[src/rtl/risc_fetch_unit.sv]
// risc_fetch_unit: instruction fetch stage of the 32-bit RISC-V core.
// Reads the word at pc_32 from instruction memory over a req/ack handshake,
// holds it for decode under valid/ready, and pulses pc_load so that the PC
// register advances. Handles branch flushes, misaligned PCs and memory timeouts.
// Ports:
//   clk, reset (async, active-low)
//   pc_32       current PC              pc_load     one-cycle PC advance pulse
//   mem_req     memory read request     mem_addr    read address (stable in REQ)
//   mem_ack     read data strobe        mem_rdata   instruction word
//   flush       branch redirect         instr_valid / instr_ready  decode handshake
//   instr_32    fetched instruction     instr_pc_32 PC of instr_32
//   fetch_err   sticky misaligned-PC / timeout error
module risc_fetch_unit #(
  parameter int unsigned ADDR_W  = 32,
  parameter int unsigned DATA_W  = 32,
  parameter int unsigned TIMEOUT = 16
) (
  input  logic              clk,
  input  logic              reset,
  input  logic [ADDR_W-1:0] pc_32,
  output logic              pc_load,
  output logic              mem_req,
  output logic [ADDR_W-1:0] mem_addr,
  input  logic              mem_ack,
  input  logic [DATA_W-1:0] mem_rdata,
  input  logic              flush,
  output logic              instr_valid,
  input  logic              instr_ready,
  output logic [DATA_W-1:0] instr_32,
  output logic [ADDR_W-1:0] instr_pc_32,
  output logic              fetch_err
);

  localparam int unsigned      CNT_W    = $clog2(TIMEOUT) + 1;
  localparam logic [CNT_W-1:0] CNT_LAST = CNT_W'(TIMEOUT - 1);

  typedef enum logic [1:0] {
    IDLE = 2'd0,
    REQ  = 2'd1,
    HOLD = 2'd2,
    ERR  = 2'd3
  } state_t;

  state_t            state;
  state_t            state_nx;
  logic [CNT_W-1:0]  tmo_cnt;
  logic [CNT_W-1:0]  tmo_cnt_d;
  logic              drop;
  logic              drop_d;
  logic              pc_load_d;
  logic              mem_req_d;
  logic              instr_valid_d;
  logic              fetch_err_d;
  logic [ADDR_W-1:0] mem_addr_d;
  logic [DATA_W-1:0] instr_d;
  logic [ADDR_W-1:0] instr_pc_d;

  // State register; every output is also registered here from its *_d value.
  always_ff @(posedge clk or negedge reset) begin
    if (!reset) begin
      state       <= IDLE;
      pc_load     <= 1'b0;
      mem_req     <= 1'b0;
      mem_addr    <= '0;
      instr_valid <= 1'b0;
      instr_32    <= '0;
      instr_pc_32 <= '0;
      fetch_err   <= 1'b0;
      tmo_cnt     <= '0;
      drop        <= 1'b0;
    end else begin
      state       <= state_nx;
      pc_load     <= pc_load_d;
      mem_req     <= mem_req_d;
      mem_addr    <= mem_addr_d;
      instr_valid <= instr_valid_d;
      instr_32    <= instr_d;
      instr_pc_32 <= instr_pc_d;
      fetch_err   <= fetch_err_d;
      tmo_cnt     <= tmo_cnt_d;
      drop        <= drop_d;
    end
  end

  // Next state. An ack always ends the request; a flushed or previously
  // flushed request returns to IDLE so the redirected pc_32 is re-read.
  always_comb begin
    state_nx = state;
    case (state)
      IDLE: state_nx = (pc_32[1:0] == 2'b00) ? REQ : ERR;
      REQ: begin
        if (mem_ack) begin
          state_nx = (drop || flush) ? IDLE : HOLD;
        end else if (tmo_cnt == CNT_LAST) begin
          state_nx = ERR;
        end
      end
      HOLD: begin
        if (flush || instr_ready) begin
          state_nx = IDLE;
        end
      end
      ERR:     state_nx = ERR;
      default: state_nx = IDLE;
    endcase
  end

  // Next values of the registered outputs. Flags follow the state being
  // entered, so each output is valid in the same cycle as its state.
  always_comb begin
    pc_load_d     = 1'b0;
    mem_req_d     = (state_nx == REQ);
    instr_valid_d = (state_nx == HOLD);
    fetch_err_d   = (state_nx == ERR);
    mem_addr_d    = mem_addr;
    instr_d       = instr_32;
    instr_pc_d    = instr_pc_32;
    tmo_cnt_d     = tmo_cnt;
    drop_d        = drop;
    case (state)
      IDLE: begin
        mem_addr_d = pc_32;
        tmo_cnt_d  = '0;
        drop_d     = 1'b0;
      end
      REQ: begin
        if (mem_ack) begin
          drop_d = 1'b0;
          if (state_nx == HOLD) begin
            pc_load_d  = 1'b1;
            instr_d    = mem_rdata;
            instr_pc_d = mem_addr;
          end
        end else begin
          tmo_cnt_d = tmo_cnt + CNT_W'(1);
          // Address must stay put until the ack, so remember to discard it.
          if (flush) begin
            drop_d = 1'b1;
          end
        end
      end
      default: ;
    endcase
  end

endmodule

[config.mk]
export PLATFORM = sky130hd
export DESIGN_NAME = risc_fetch_unit
export DESIGN_NICKNAME = d
export VERILOG_FILES = /design/src/rtl/risc_fetch_unit.sv
export SDC_FILE = /design/constraint.sdc
export NUM_CORES = 1
export LEC_CHECK = 0
export CORE_UTILIZATION = 37
export DETAILED_ROUTE_END_ITERATION = 6
export GPL_TIMING_DRIVEN = 0
export PLACE_DENSITY = 0.7
export SLEW_MARGIN = 20
export SYNTH_ARGS = -nofsm -noshare
export SYNTH_HDL_FRONTEND = slang
export SYNTH_SLANG_ARGS = --single-unit
[constraint.sdc]
create_clock -name clk -period 3.5 [get_ports clk]
set_input_delay 1.05 -clock clk [delete_from_list [all_inputs] [get_ports clk]]
set_output_delay 1.05 -clock clk [all_outputs]
set_load 0.02 [all_outputs]
==> results of run 1 <==
## layer usage
metal	global-route usage, %	up-vias
met1	19.31	1373
met5	0	-
li1	-	1292
met4	5.048	0
met3	6.876	11
met2	26.19	120
## area by class of cell
class,instances,area [sq um],share of cell area [%]
sequential,108,2703,41.72
clock inverter,5,60.06,0.9272
tap,140,175.2,2.704
multi-input combinational,140,1486,22.95
buffer,12,88.84,1.371
clock buffer,10,239.0,3.689
timing repair buffer,169,1710,26.41
inverter,4,15.01,0.2318
## state kept, by name, summed over array words and instances, names as in the netlist
signal       cells
drop             1
fetch_err        1
instr_32        32
instr_pc_32     32
instr_valid      1
mem_addr        32
mem_req          1
pc_load          1
state            2
tmo_cnt          5
## cell families (layout without fill, tap and decap cells)
logic type               Yosys count  after routing  share of synthesized area (%)
adder cells (fa/ha/maj)            2              2                         0.5828
flip-flops                       108            108                          62.96
multiplexers                      98             98                          28.97
buffers and inverters             16            200                          2.419
AND/OR/NAND/NOR                   23             23                          2.682
AO/OA/AOI/OAI                     17             17                          2.390
## cell usage in the layout, fill, tap and decap left out
master	netlist	routed
clkbuf_1	2	2
nand4b_1	1	1
mux2_2	58	58
mux2_4	38	38
nand2_1	6	6
clkdlybuf4s50_1	0	167
nor3_1	3	3
a22oi_1	2	2
clkinv_2	0	1
o311a_1	1	1
a31oi_1	1	1
nand3_2	1	1
and2b_1	1	1
mux2i_1	2	2
o22ai_1	1	1
buf_16	0	1
and3_1	1	1
o21bai_1	1	1
a21boi_0	1	1
buf_6	5	6
o21ai_0	4	4
nand2b_1	2	2
clkinvlp_4	0	1
nor2b_1	1	1
bufinv_16	0	1
inv_1	4	4
clkbuf_16	0	9
buf_2	5	5
dfrtp_1	108	108
nor2_1	7	7
clkbuf_8	0	1
ha_1	2	2
a21oi_1	6	6
inv_6	0	2
## through the flow
stage | instance area (sq um) | TNS (ps) | util (%)
4_1_cts | 6477 | 0 | 58.47
2_1_floorplan | 4293 | 0 | -
3_3_place_gp | 6150 | -289460 | 55.51
6_report | 6477 | 0 | 58.47
5_1_grt | 6477 | 0 | 58.47
3_5_place_dp | 6178 | 0 | 55.77
## worst min-delay path by stage
| stage | slack (ps) | start | end | cells past startpoint |
|---|---|---|---|---|
| global route | 520 | instr_pc_32[13] | instr_pc_32[13] | 1 |
| global placement | 490 | instr_32[26] | instr_32[26] | 1 |
| CTS | 510 | instr_pc_32[13] | instr_pc_32[13] | 1 |
| finish | 510 | instr_pc_32[13] | instr_pc_32[13] | 1 |
| floorplan | 490 | tmo_cnt[3] | tmo_cnt[3] | 2 |
| detailed placement | 490 | instr_pc_32[23] | instr_pc_32[23] | 1 |
## synth_stat cells (all sizes together)
cell	number
dfrtp	108
mux2	96
nand3	1
nand2b	2
clkbuf	2
nand4b	1
buf	10
inv	4
nor2b	1
nor2	7
a31oi	1
ha	2
a21boi	1
mux2i	2
o311a	1
a21oi	6
a22oi	2
and3	1
o22ai	1
nand2	6
nor3	3
and2b	1
o21bai	1
o21ai	4
## power breakdown
part	internal [mW]	switching, mW
registers	1.86	0.368
clock network	0.575	0.451
logic	1.71	1.35
total	4.15	2.17
==> impl_results.md, run 1 <==
* CTS H-Tree Depth at 3
* Post-DP HPWL at ~6800 um
* Clock transition at path regs at 70 ps
* Gpl congestion at 0.7522
* Final Hold Fails at 0
* DRC Markers at 0
* RSZ-0062 raised after global routing: no
* Crit path capture: mem_addr[0]
* Tcrit/Tclk final at 69.07%
* Max-slew headroom at 71.72%
* # hold bufs at CTS at 0
* Lkg Pwr at 2.910 nW
* F_max at 0.4136 GHz
* Worst Setup Start Kind: register
* First-pass GRT wire length at approximately 15,000 um
* Syn_nets at ~340
* CTS Buffer Depth at 2
* Largest area contributor in the netlist: dfrtp_1
* PortBufs at 168
* Vias at ~2.8k
* Fill count at 931
* Antenna cell count at 0
* Slowest-stage cell, CP: clkdlybuf4s50_1
* WP data required at approximately 2500 ps
* Core area at ~11,000 sq um
* Final ANT Viol Nets at 0
* Met3 wire length at 952 um
* Largest net degree at the start of global routing at 66
* Number of gates resized after cts at 0
* Vias in the first global route at roughly 2.9k
* CP arrival at 1370 ps
* Width of the die at 109.7 um
* Reg-to-Reg End: instr_32[4]
* Final non-filler cell total at 588
* Max_cap viols at 0
* Met2 wire length at 4463 um
* Status: finished clean
* CP Class: reg -> out
* CTS buffer count at 9
* Synth unique cells at 26
* Setup Fix Bufs, Post-CTS at 0
* Number of synthesis warnings at 0
* Synth top area share at 62.96%
* Hold Crit Class: reg -> reg
* Area grow syn2layout at 50.89%
* Final Setup Violations at 0
* Worst r2r src: state[1]
* DP Cell Count at 573
* Drt first pass iters at 4
* IO Pins at roughly 170
* VDD IR-drop max at 0.5134 mV
* Die H at 109.7 um
* Final worst path period need at between 2000 and 2500 ps
* Critical path depth in cells at 1
* Layout cells sized above 1 at 27.68%
* Routed length per instance at 16.12 um
* Worst reg2reg setup slack at ~1900 ps
* Root Buffer: clkbuf_16
* Via density at 4.755
* Synthesized instance count at 264
* Final #Nets at about 520
* 1st-iter DRT viols at 74
* Initial core utilization at 38.75%
* Sequential share of the synthesized area at between 60% and 70%
* Worst setup margin at 1082 ps
* Final Hold Slack at 505.2 ps
* Least-Margin Pin Slew at approximately 420 ps
* FP Rows at 38
* Layout Skew at 5.414 ps
* Flops & latches, synth at 108
* DIE AREA at about 12,000 sq um
* Leading post-synthesis cells by cell area: dfrtp_1, mux2_2, mux2_4
* Top sig layer: met4
* Max-slew violations at 0
* WL met1 at 3919 um
* Clk_lat worst skew at 340 ps
* Initial antenna violation count at 0
* CTS tree: done
* Tot Pwr at 6.317 mW
* Kind of cell adding the most delay to the critical path: buffers and inverters
* TritonCTS Sinks at 108
* Worst-path fanout max at 3
* Total GRT Usage at between 10% and 20%
* Critical Path, Cell by Cell: clkdlybuf4s50_1
* GRT Residual Overflow at 0
* DRT Wirelength at 9476 um
* R2R depth at 5
* Buf+Inv Stages, Crit Path at 1
* Mapped Area at 4293 sq um
* Place WS at 859.9 ps
* Crit path launch: mem_addr[0]
* Power Density at 975.2 nW/um^2
* Worst setup EP type: output pin
* Syn Area/Cell at 16.26 sq um
* CP max stage delay at 650 ps
(Power assumes the default switching activity.)
==> inputs of run 2 (changes only) <==
clock period = 2.5 ns   (was 3.5 ns; I/O delays follow)
==> results of run 2 <==
The final DEF is identical to that of run 1. Status: finished clean.
Among the figures that moved: setup slack after placement 859.9 ps -> 159.9 ps; setup slack after layout 1082 ps -> 382.4 ps; hold slack 505.2 ps -> 318.3 ps; register-to-register setup slack 1890 ps -> 890 ps; total power 6.317 mW -> 8.844 mW; worst IR drop on VDD 0.5134 mV -> 0.7188 mV
==> inputs of run 3 (changes only) <==
clock period = 2.1 ns   (was 2.5 ns; I/O delays follow)
==> results of run 3 <==
The final DEF is identical to that of run 1. Status: finished clean.
Among the figures that moved: setup slack after placement 859.9 ps -> -120.1 ps; setup slack after layout 1082 ps -> 102.4 ps; hold slack 505.2 ps -> 198.3 ps; register-to-register setup slack 1890 ps -> 490 ps; total power 6.317 mW -> 10.53 mW; worst IR drop on VDD 0.5134 mV -> 0.8557 mV
